### config.mk
export PLATFORM = sky130hd
export DESIGN_NAME = inv_key_schedule_seq_flat
export DESIGN_NICKNAME = d
export VERILOG_FILES = /design/src/rtl/inv_key_schedule_seq_if.sv /design/src/rtl/inv_key_schedule_seq.sv /design/src/flat_wrapper.sv
export SDC_FILE = /design/constraint.sdc
export NUM_CORES = 2
export LEC_CHECK = 0
export CAP_MARGIN = 20
export CORE_ASPECT_RATIO = 2
export CORE_UTILIZATION = 40
export DETAILED_ROUTE_END_ITERATION = 16
export HOLD_SLACK_MARGIN = 0.15
export PLACE_DENSITY = 0.64
export SLEW_MARGIN = 20
export SYNTH_ARGS = -nofsm -noshare
export SYNTH_HDL_FRONTEND = slang
export SYNTH_SLANG_ARGS = --single-unit
export TNS_END_PERCENT = 100
### constraint.sdc
create_clock -name clk -period 32 [get_ports clk]
set_input_delay 3.2 -clock clk [delete_from_list [all_inputs] [get_ports clk]]
set_output_delay 3.2 -clock clk [all_outputs]
set_load 0.1 [all_outputs]
### src/rtl/inv_key_schedule_seq_if.sv
`default_nettype none
// ============================================================================
// Module   : inv_key_schedule_seq_if
// Purpose  : Handshake bundle for the sequential AES-128 round-key engine.
//            Key side  : key_valid / key_ready / key_in / mode
//            Round side: rk_valid / rk_ready / rk_out / rk_index / rk_last
//            Status    : busy
//            master = key producer / round-key consumer, slave = engine.
// Revision : 1.0 - initial release
// ============================================================================
interface inv_key_schedule_seq_if;
    logic         key_valid;
    logic         key_ready;
    logic [127:0] key_in;
    logic         mode;
    logic         rk_valid;
    logic         rk_ready;
    logic [127:0] rk_out;
    logic [3:0]   rk_index;
    logic         rk_last;
    logic         busy;

    modport master (
        output key_valid, key_in, mode, rk_ready,
        input  key_ready, rk_valid, rk_out, rk_index, rk_last, busy
    );

    modport slave (
        input  key_valid, key_in, mode, rk_ready,
        output key_ready, rk_valid, rk_out, rk_index, rk_last, busy
    );
endinterface
`default_nettype wire

### src/rtl/inv_key_schedule_seq.sv
`default_nettype none
// ============================================================================
// Module   : inv_key_schedule_seq
// Purpose  : Sequential AES-128 round-key engine. Accepts one cipher key per
//            job and streams rk0..rk10 (encrypt) or rk10..rk0 (decrypt), one
//            key per accepted transfer. A single 4-byte S-box bank serves both
//            the forward and the inverse key step. An optional cache of
//            {key, rk10} from the last pre-expansion lets a repeated decrypt
//            key skip the 10-cycle pre-expansion.
// Ports    : clk       - system clock, rising edge
//            rst       - synchronous active-high reset (aborts any job)
//            kif.slave - key handshake, round-key handshake, busy status
// Revision : 1.0 - initial release
// ============================================================================
module inv_key_schedule_seq #(
    parameter int CACHE_EN = 1,
    parameter int NR       = 10
) (
    input  logic                  clk,
    input  logic                  rst,
    inv_key_schedule_seq_if.slave kif
);

    generate
        if (NR != 10) begin : g_nr_invalid
            $error("inv_key_schedule_seq supports NR = 10 only");
        end
    endgenerate

    localparam logic [1:0] c_st_idle   = 2'd0;
    localparam logic [1:0] c_st_preexp = 2'd1;
    localparam logic [1:0] c_st_emit   = 2'd2;

    // Forward AES S-box, byte 0x00 in the top eight bits.
    localparam logic [2047:0] c_sbox = {
        128'h637c777bf26b6fc53001672bfed7ab76, 128'hca82c97dfa5947f0add4a2af9ca472c0,
        128'hb7fd9326363ff7cc34a5e5f171d83115, 128'h04c723c31896059a071280e2eb27b275,
        128'h09832c1a1b6e5aa0523bd6b329e32f84, 128'h53d100ed20fcb15b6acbbe394a4c58cf,
        128'hd0efaafb434d338545f9027f503c9fa8, 128'h51a3408f929d38f5bcb6da2110fff3d2,
        128'hcd0c13ec5f974417c4a77e3d645d1973, 128'h60814fdc222a908846eeb814de5e0bdb,
        128'he0323a0a4906245cc2d3ac629195e479, 128'he7c8376d8dd54ea96c56f4ea657aae08,
        128'hba78252e1ca6b4c6e8dd741f4bbd8b8a, 128'h703eb5664803f60e613557b986c11d9e,
        128'he1f8981169d98e949b1e87e9ce5528df, 128'h8ca1890dbfe6426841992d0fb054bb16
    };

    // Entry b sits at bits [2047-8b -: 8]; 2047-8b is {~b, 3'b111}.
    function automatic logic [7:0] sbox(input logic [7:0] b);
        return c_sbox[{~b, 3'b111} -: 8];
    endfunction

    function automatic logic [7:0] rcon(input logic [3:0] r);
        logic [7:0] v;
        case (r)
            4'd0:    v = 8'h01;
            4'd1:    v = 8'h02;
            4'd2:    v = 8'h04;
            4'd3:    v = 8'h08;
            4'd4:    v = 8'h10;
            4'd5:    v = 8'h20;
            4'd6:    v = 8'h40;
            4'd7:    v = 8'h80;
            4'd8:    v = 8'h1b;
            4'd9:    v = 8'h36;
            default: v = 8'h00;
        endcase
        return v;
    endfunction

    logic [1:0]   r_state;
    logic [127:0] r_cur;
    logic [3:0]   r_idx;
    logic [3:0]   r_cnt;
    logic         r_mode;
    logic         r_last;
    logic [127:0] r_job_key;
    logic         r_cache_vld;
    logic [127:0] r_cache_key;
    logic [127:0] r_cache_rk10;

    logic [31:0]  w_w0, w_w1, w_w2, w_w3;
    logic         w_inv_step;
    logic [31:0]  w_inv_w3;
    logic [31:0]  w_sb_in;
    logic [31:0]  w_rot;
    logic [3:0]   w_rc_sel;
    logic [31:0]  w_t;
    logic [31:0]  w_f0, w_f1, w_f2, w_f3;
    logic [127:0] w_fwd;
    logic [127:0] w_inv;
    logic         w_hit;

    assign {w_w0, w_w1, w_w2, w_w3} = r_cur;

    // The inverse step first rebuilds the previous w3, and that word (not
    // the current w3) is what feeds the shared S-box bank.
    assign w_inv_step = (r_state == c_st_emit) && r_mode;
    assign w_inv_w3   = w_w3 ^ w_w2;
    assign w_sb_in    = w_inv_step ? w_inv_w3 : w_w3;
    assign w_rot      = {w_sb_in[23:0], w_sb_in[31:24]};

    // Step r -> r+1 and its undo r+1 -> r share rcon[r]. In decrypt EMIT the
    // current index is r+1, so the round constant is looked up at idx-1.
    always_comb begin
        w_rc_sel = r_idx;
        if (r_state == c_st_preexp) begin
            w_rc_sel = r_cnt;
        end else if (r_mode) begin
            w_rc_sel = r_idx - 4'd1;
        end
    end

    assign w_t = {sbox(w_rot[31:24]), sbox(w_rot[23:16]),
                  sbox(w_rot[15:8]),  sbox(w_rot[7:0])} ^ {rcon(w_rc_sel), 24'h000000};

    assign w_f0  = w_w0 ^ w_t;
    assign w_f1  = w_w1 ^ w_f0;
    assign w_f2  = w_w2 ^ w_f1;
    assign w_f3  = w_w3 ^ w_f2;
    assign w_fwd = {w_f0, w_f1, w_f2, w_f3};

    assign w_inv = {w_w0 ^ w_t, w_w1 ^ w_w0, w_w2 ^ w_w1, w_inv_w3};

    assign w_hit = (CACHE_EN != 0) && r_cache_vld && (kif.key_in == r_cache_key);

    always_ff @(posedge clk) begin
        if (rst) begin
            r_state     <= c_st_idle;
            r_cur       <= '0;
            r_idx       <= 4'd0;
            r_cnt       <= 4'd0;
            r_mode      <= 1'b0;
            r_last      <= 1'b0;
            r_cache_vld <= 1'b0;
        end else begin
            case (r_state)
                c_st_idle: begin
                    if (kif.key_valid) begin
                        r_mode <= kif.mode;
                        r_last <= 1'b0;
                        if (!kif.mode) begin
                            r_cur   <= kif.key_in;
                            r_idx   <= 4'd0;
                            r_state <= c_st_emit;
                        end else if (w_hit) begin
                            r_cur   <= r_cache_rk10;
                            r_idx   <= 4'd10;
                            r_state <= c_st_emit;
                        end else begin
                            r_cur     <= kif.key_in;
                            r_job_key <= kif.key_in;
                            r_cnt     <= 4'd0;
                            r_state   <= c_st_preexp;
                        end
                    end
                end
                c_st_preexp: begin
                    r_cur <= w_fwd;
                    r_cnt <= r_cnt + 4'd1;
                    if (r_cnt == 4'd9) begin
                        r_idx   <= 4'd10;
                        r_state <= c_st_emit;
                        if (CACHE_EN != 0) begin
                            r_cache_key  <= r_job_key;
                            r_cache_rk10 <= w_fwd;
                            r_cache_vld  <= 1'b1;
                        end
                    end
                end
                c_st_emit: begin
                    if (kif.rk_ready) begin
                        if (r_last) begin
                            r_last  <= 1'b0;
                            r_state <= c_st_idle;
                        end else if (r_mode) begin
                            r_cur  <= w_inv;
                            r_idx  <= r_idx - 4'd1;
                            r_last <= (r_idx == 4'd1);
                        end else begin
                            r_cur  <= w_fwd;
                            r_idx  <= r_idx + 4'd1;
                            r_last <= (r_idx == 4'd9);
                        end
                    end
                end
                default: r_state <= c_st_idle;
            endcase
        end
    end

    // key_ready is gated by rst so no job can be taken while reset is held.
    assign kif.key_ready = (r_state == c_st_idle) && !rst;
    assign kif.rk_valid  = (r_state == c_st_emit);
    assign kif.rk_out    = r_cur;
    assign kif.rk_index  = r_idx;
    assign kif.rk_last   = r_last;
    assign kif.busy      = (r_state != c_st_idle);

endmodule
`default_nettype wire

### src/flat_wrapper.sv
// flat-port wrapper written by rule: the top's interface ports become plain ports
module inv_key_schedule_seq_flat 
#(
    parameter int CACHE_EN = 1,
    parameter int NR       = 10
)
  (clk, rst, kif_key_valid, kif_key_in, kif_mode, kif_rk_ready, kif_key_ready, kif_rk_valid, kif_rk_out, kif_rk_index, kif_rk_last, kif_busy);
  inv_key_schedule_seq_if kif_i ();
  input  logic clk;
  input  logic rst;
  input wire logic [$bits(kif_i.key_valid)-1:0] kif_key_valid;
  input wire logic [$bits(kif_i.key_in)-1:0] kif_key_in;
  input wire logic [$bits(kif_i.mode)-1:0] kif_mode;
  input wire logic [$bits(kif_i.rk_ready)-1:0] kif_rk_ready;
  output wire logic [$bits(kif_i.key_ready)-1:0] kif_key_ready;
  output wire logic [$bits(kif_i.rk_valid)-1:0] kif_rk_valid;
  output wire logic [$bits(kif_i.rk_out)-1:0] kif_rk_out;
  output wire logic [$bits(kif_i.rk_index)-1:0] kif_rk_index;
  output wire logic [$bits(kif_i.rk_last)-1:0] kif_rk_last;
  output wire logic [$bits(kif_i.busy)-1:0] kif_busy;
  assign kif_i.key_valid = kif_key_valid;
  assign kif_i.key_in = kif_key_in;
  assign kif_i.mode = kif_mode;
  assign kif_i.rk_ready = kif_rk_ready;
  assign kif_key_ready = kif_i.key_ready;
  assign kif_rk_valid = kif_i.rk_valid;
  assign kif_rk_out = kif_i.rk_out;
  assign kif_rk_index = kif_i.rk_index;
  assign kif_rk_last = kif_i.rk_last;
  assign kif_busy = kif_i.busy;
  inv_key_schedule_seq #(.CACHE_EN(CACHE_EN), .NR(NR)) u_core (.clk(clk), .rst(rst), .kif(kif_i));
endmodule
==> tab_implementation.tex <==
\begin{tabular}{lr}
\hline
Metric & Value \\
\hline
\multicolumn{2}{l}{\textbf{Job}} \\
Number of violations of the max-capacitance limit & 0 \\
\multicolumn{2}{l}{\textbf{Synthesis}} \\
Post-Synth Simple-Gate Area & 15.6\% \\
Most used DFF post-synth & edfxtp\_1 \\
Number of cells produced by synthesis & 4,845 \\
Distinct cell type count of the synthesized netlist & 111 \\
Largest area contributor in the netlist & edfxtp\_1 \\
Synthesis warning total & 0 \\
Xor and xnor area share after synthesis & 8.37\% \\
Top cell type's share of synthesized area & 27.2\% \\
Leading post-synthesis cells by cell area & edfxtp\_1 (27\%), dfxtp\_1 (6.7\%), mux2i\_1 (4.6\%) \\
Proportion of synthesized chip area in sequential cells & 33.9\% \\
Flop and latch count out of synthesis & 525 \\
Share of synthesized registers carrying an async set or reset & 0\% \\
Complex-gate fraction of the synthesized area & 28.5\% \\
Post-synthesis instance area & 42,400 um2 \\
Post-synthesis area per instance & 8.74 um2 \\
Number of enable flip-flop cells after synthesis & 384 \\
Net count after synthesis & 5,039 \\
Dominant combinational cell family by area after synthesis & compound AO/OA/AOI/OAI gates \\
Synthesized-area fraction occupied by adder cells & 1.83\% \\
Multiplexer area fraction after synthesis & 5.78\% \\
\multicolumn{2}{l}{\textbf{Worst setup path}} \\
Element type at the critical path end & flop \\
Critical path launch point type & primary input \\
Maximum fanout encountered on the critical timing path & 43 \\
Delay of the slowest cell on the worst path & 0.94 ns \\
Setup slack of the most critical reg-to-reg path & 24.75 ns \\
Required time worst endpoint & 32.49 ns \\
Crit Path Category & in -> reg \\
Logic depth of the worst register-to-register path & 20 \\
R2R Path End & u\_core.kif.rk\_out[14] \\
Critical path cell sequence & clkdlybuf4s50\_1 -> a2111o\_1 -> a2111oi\_0 -> nand4\_1 -> nor3\_1 -> nand3\_4 -> buf\_4 -> mux2i\_1 -> o21ai\_0 -> a22oi\_1 -> nor2\_1 \\
RR Startpoint & u\_core.r\_state[0] \\
Slowest cell on crit path & a2111oi\_0 \\
Arrival time of the worst setup path & 8.86 ns \\
\multicolumn{2}{l}{\textbf{Clock network}} \\
Cts bufs inserted & 45 \\
Sinks on the clock net & 525 \\
CTS-repair resized insts & 0 \\
Number of setup buffers added after CTS & 0 \\
Clock insertion delay at the later pin of the skew report & 0.62 ns \\
Clock Root Buffer & clkbuf\_16 \\
Clock tree from TritonCTS & built \\
Worst-path clk slew & 0.07 ns \\
Number of hold-repair buffers added at the cts stage & 0 \\
Number of levels the H-tree was split into & 2 \\
Number of buffers on the longest clock path & 3 \\
\multicolumn{2}{l}{\textbf{STA}} \\
Highest Clock Rate & 119 MHz \\
Setup tns final & 0 ns \\
Max Clock Skew & 0.0251 ns \\
Endpoints failing hold & 0 \\
Transition time at the pin with the least slew margin & 1.25 ns \\
Final period util & 26.2\% \\
Final-report setup violation count & 0 \\
Final slew viol count & 0 \\
Unrepaired setup endpoints after global routing & false \\
Final min period & 8.38 ns \\
Max transition margin & 16.6\% \\
\multicolumn{2}{l}{\textbf{Drt}} \\
Detailed-router iteration count before antenna repair & 8 \\
DRT Wirelength & 226,000 um \\
Number of vias per cell after detailed routing & 7.17 \\
Via Count & 44,774 \\
Average wire per standard cell & 36.1 um \\
Residual antenna-violating net count after detailed routing & 0 \\
DRC violation total after the first TritonRoute iteration & 7,560 \\
DRC violation count after routing & 0 \\
\multicolumn{2}{l}{\textbf{Power and ir drop}} \\
Leak pwr & 0.0171 uW \\
PwrDens & 133 nW/um2 \\
Peak ir drop on the vdd network & 71.4 uV \\
\multicolumn{2}{l}{\textbf{Floorplan}} \\
Number of I/O pins & 269 \\
Starting density of the core & 40.4\% \\
Number of placement rows & 168 \\
Die boundary width & 232 um \\
Die Height & 462 um \\
Core Footprint & 105,000 um2 \\
DIE AREA & 107,000 um2 \\
\multicolumn{2}{l}{\textbf{Placement}} \\
Final Wtd Congestion & 1.07 \\
Placed Instances & 6,159 \\
Placed standard-cell area & 46,400 um2 \\
HPWL after detailed placement & 162,000 um \\
IO buf count & 268 \\
\multicolumn{2}{l}{\textbf{Global routing}} \\
Grt ovf & 0 \\
Global-route wire length before repair & 315,000 um \\
Antenna violations before repair & 7 \\
Via count of the first global-routing pass & 41,474 \\
Maximum number of pins on one net before global-route repair & 173 \\
Gr usage total & 40.8\% \\
\multicolumn{2}{l}{\textbf{Hold path}} \\
Hold/Removal Path Class & reg -> reg \\
Startpoint of the tightest hold check path & u\_core.r\_job\_key[46] \\
Hold Path Cell Cnt & 0 \\
Worst hold path endpoint & u\_core.r\_cache\_key[46] \\
\multicolumn{2}{l}{\textbf{Cells and area}} \\
Final design instance area without fill & 48,000 um2 \\
Share of final-layout standard cells stronger than drive strength 1 & 9.17\% \\
Non-filler cells in the finished layout & 6,247 \\
Post-layout net count & 5,042 \\
Area growth from synthesis to layout & 13.2\% \\
\multicolumn{2}{l}{\textbf{Outcome}} \\
Outcome & completed \\
\hline
\end{tabular}
cell usage in the layout (no fill, tap or decap), types with 78 or more instances in the layout:
| cell type | synthesis | final |
|---|---|---|
| nor3_1 | 118 | 118 |
| dfxtp_1 | 141 | 140 |
| a221oi_1 | 85 | 85 |
| a21oi_1 | 252 | 252 |
| xnor2_1 | 215 | 191 |
| a211oi_1 | 119 | 118 |
| nor2_1 | 368 | 364 |
| edfxtp_1 | 384 | 384 |
| xor2_1 | 108 | 102 |
| nand3_1 | 120 | 119 |
| nor2b_1 | 78 | 78 |
| buf_4 | 15 | 180 |
| inv_1 | 118 | 117 |
| mux2i_1 | 196 | 195 |
| o21ai_0 | 339 | 337 |
| nand2_1 | 356 | 355 |
| a31oi_1 | 80 | 80 |
| clkdlybuf4s50_1 | 0 | 253 |
| o211ai_1 | 81 | 81 |
worst max-delay path: cells and delay by family:
family,cells,cell delay (ns)
compound gates,4,1.92
simple gates,4,1.58
buf+inv,2,1.40
mux,1,0.71
cells by family (layout without fill, tap and decap cells):
kind of cell             count (synthesis)  after routing
multiplexers                           235            235
AO/OA/AOI/OAI                         1685           1685
AND/OR/NAND/NOR                       1359           1359
flip-flops                             525            525
other                                    0              3
buffers and inverters                  620            659
XOR/XNOR                               359            359
adder cells (fa/ha/maj)                 62             62
routing by layer:
metal	GRT usage (%)	part of all wire, %
met4	38.5	12
met1	44.2	33
met3	8.03	9.8
met5	0	0.013
met2	66.3	46
stage by stage:
stage / hold WS [ns] / util, % / setup WS (ns) / power, uW
floorplan: 0.400 / - / 8.76 / 4030
global placement: 0.400 / 44.3 / 23.24 / 5580
detailed placement: 0.405 / 44.3 / 23.23 / 5580
CTS: 0.399 / 45.7 / 23.82 / 6170
global route: 0.418 / 45.7 / 23.70 / 6540
finish: 0.410 / 45.7 / 23.62 / 6400
final cells by class:
cell class / instances / area [um2]
Fill cell: 10101 / 56900
Multi-Input combinational cell: 3700 / 25900
Sequential cell: 525 / 14400
Timing Repair Buffer: 443 / 3960
Tap cell: 1360 / 1700
Clock buffer: 60 / 1230
Inverter: 133 / 499
Clock inverter: 23 / 264
Antenna cell: 3 / 7.51
cells in the mapped netlist (all sizes together) (52+ instances only):
cell,instances
o221ai,65
clkbuf,287
edfxtp,384
a21oi,253
buf,200
nand2b,55
mux2i,198
ha,61
xor2,110
o211ai,81
nor2,368
dfxtp,141
a31oi,81
nor2b,78
nand3,123
inv,126
a221oi,88
o32ai,52
o22ai,60
a211oi,122
nor3,119
xnor2,231
o21ai,343
nand2,356
worst max-delay path by stage:
stage | startpoint | end | slack (ns) | cells after the start
after global placement | kif_key_in[10] | u_core.kif.rk_out[113] | 23.24 | 11
after floorplan | rst | u_core.r_cache_key[0] | 8.76 | 2
after CTS | kif_key_in[10] | u_core.kif.rk_out[113] | 23.82 | 11
final | kif_key_in[10] | u_core.kif.rk_out[113] | 23.62 | 11
after global routing | kif_key_in[10] | u_core.kif.rk_out[16] | 23.70 | 12
after detailed placement | kif_key_in[10] | u_core.kif.rk_out[113] | 23.23 | 11
state kept, by name, summed over array words and instances, names as in the netlist:
name                 cells
u_core.r_cache_key     128
u_core.r_cache_rk10    128
u_core.kif.rk_last       1
u_core.kif.rk_index      4
u_core.r_mode            1
u_core.kif.rk_out      128
u_core.r_state           2
u_core.r_cnt             4
u_core.r_cache_vld       1
u_core.r_job_key       128
report_power, final:
group / total, uW / internal, uW / switching, uW
clock: 588 / 308 / 280
sequential: 1150 / 934 / 220
combinational: 4650 / 1370 / 3280
total: 6400 / 2620 / 3780
Power figures use the tool's default switching activity.
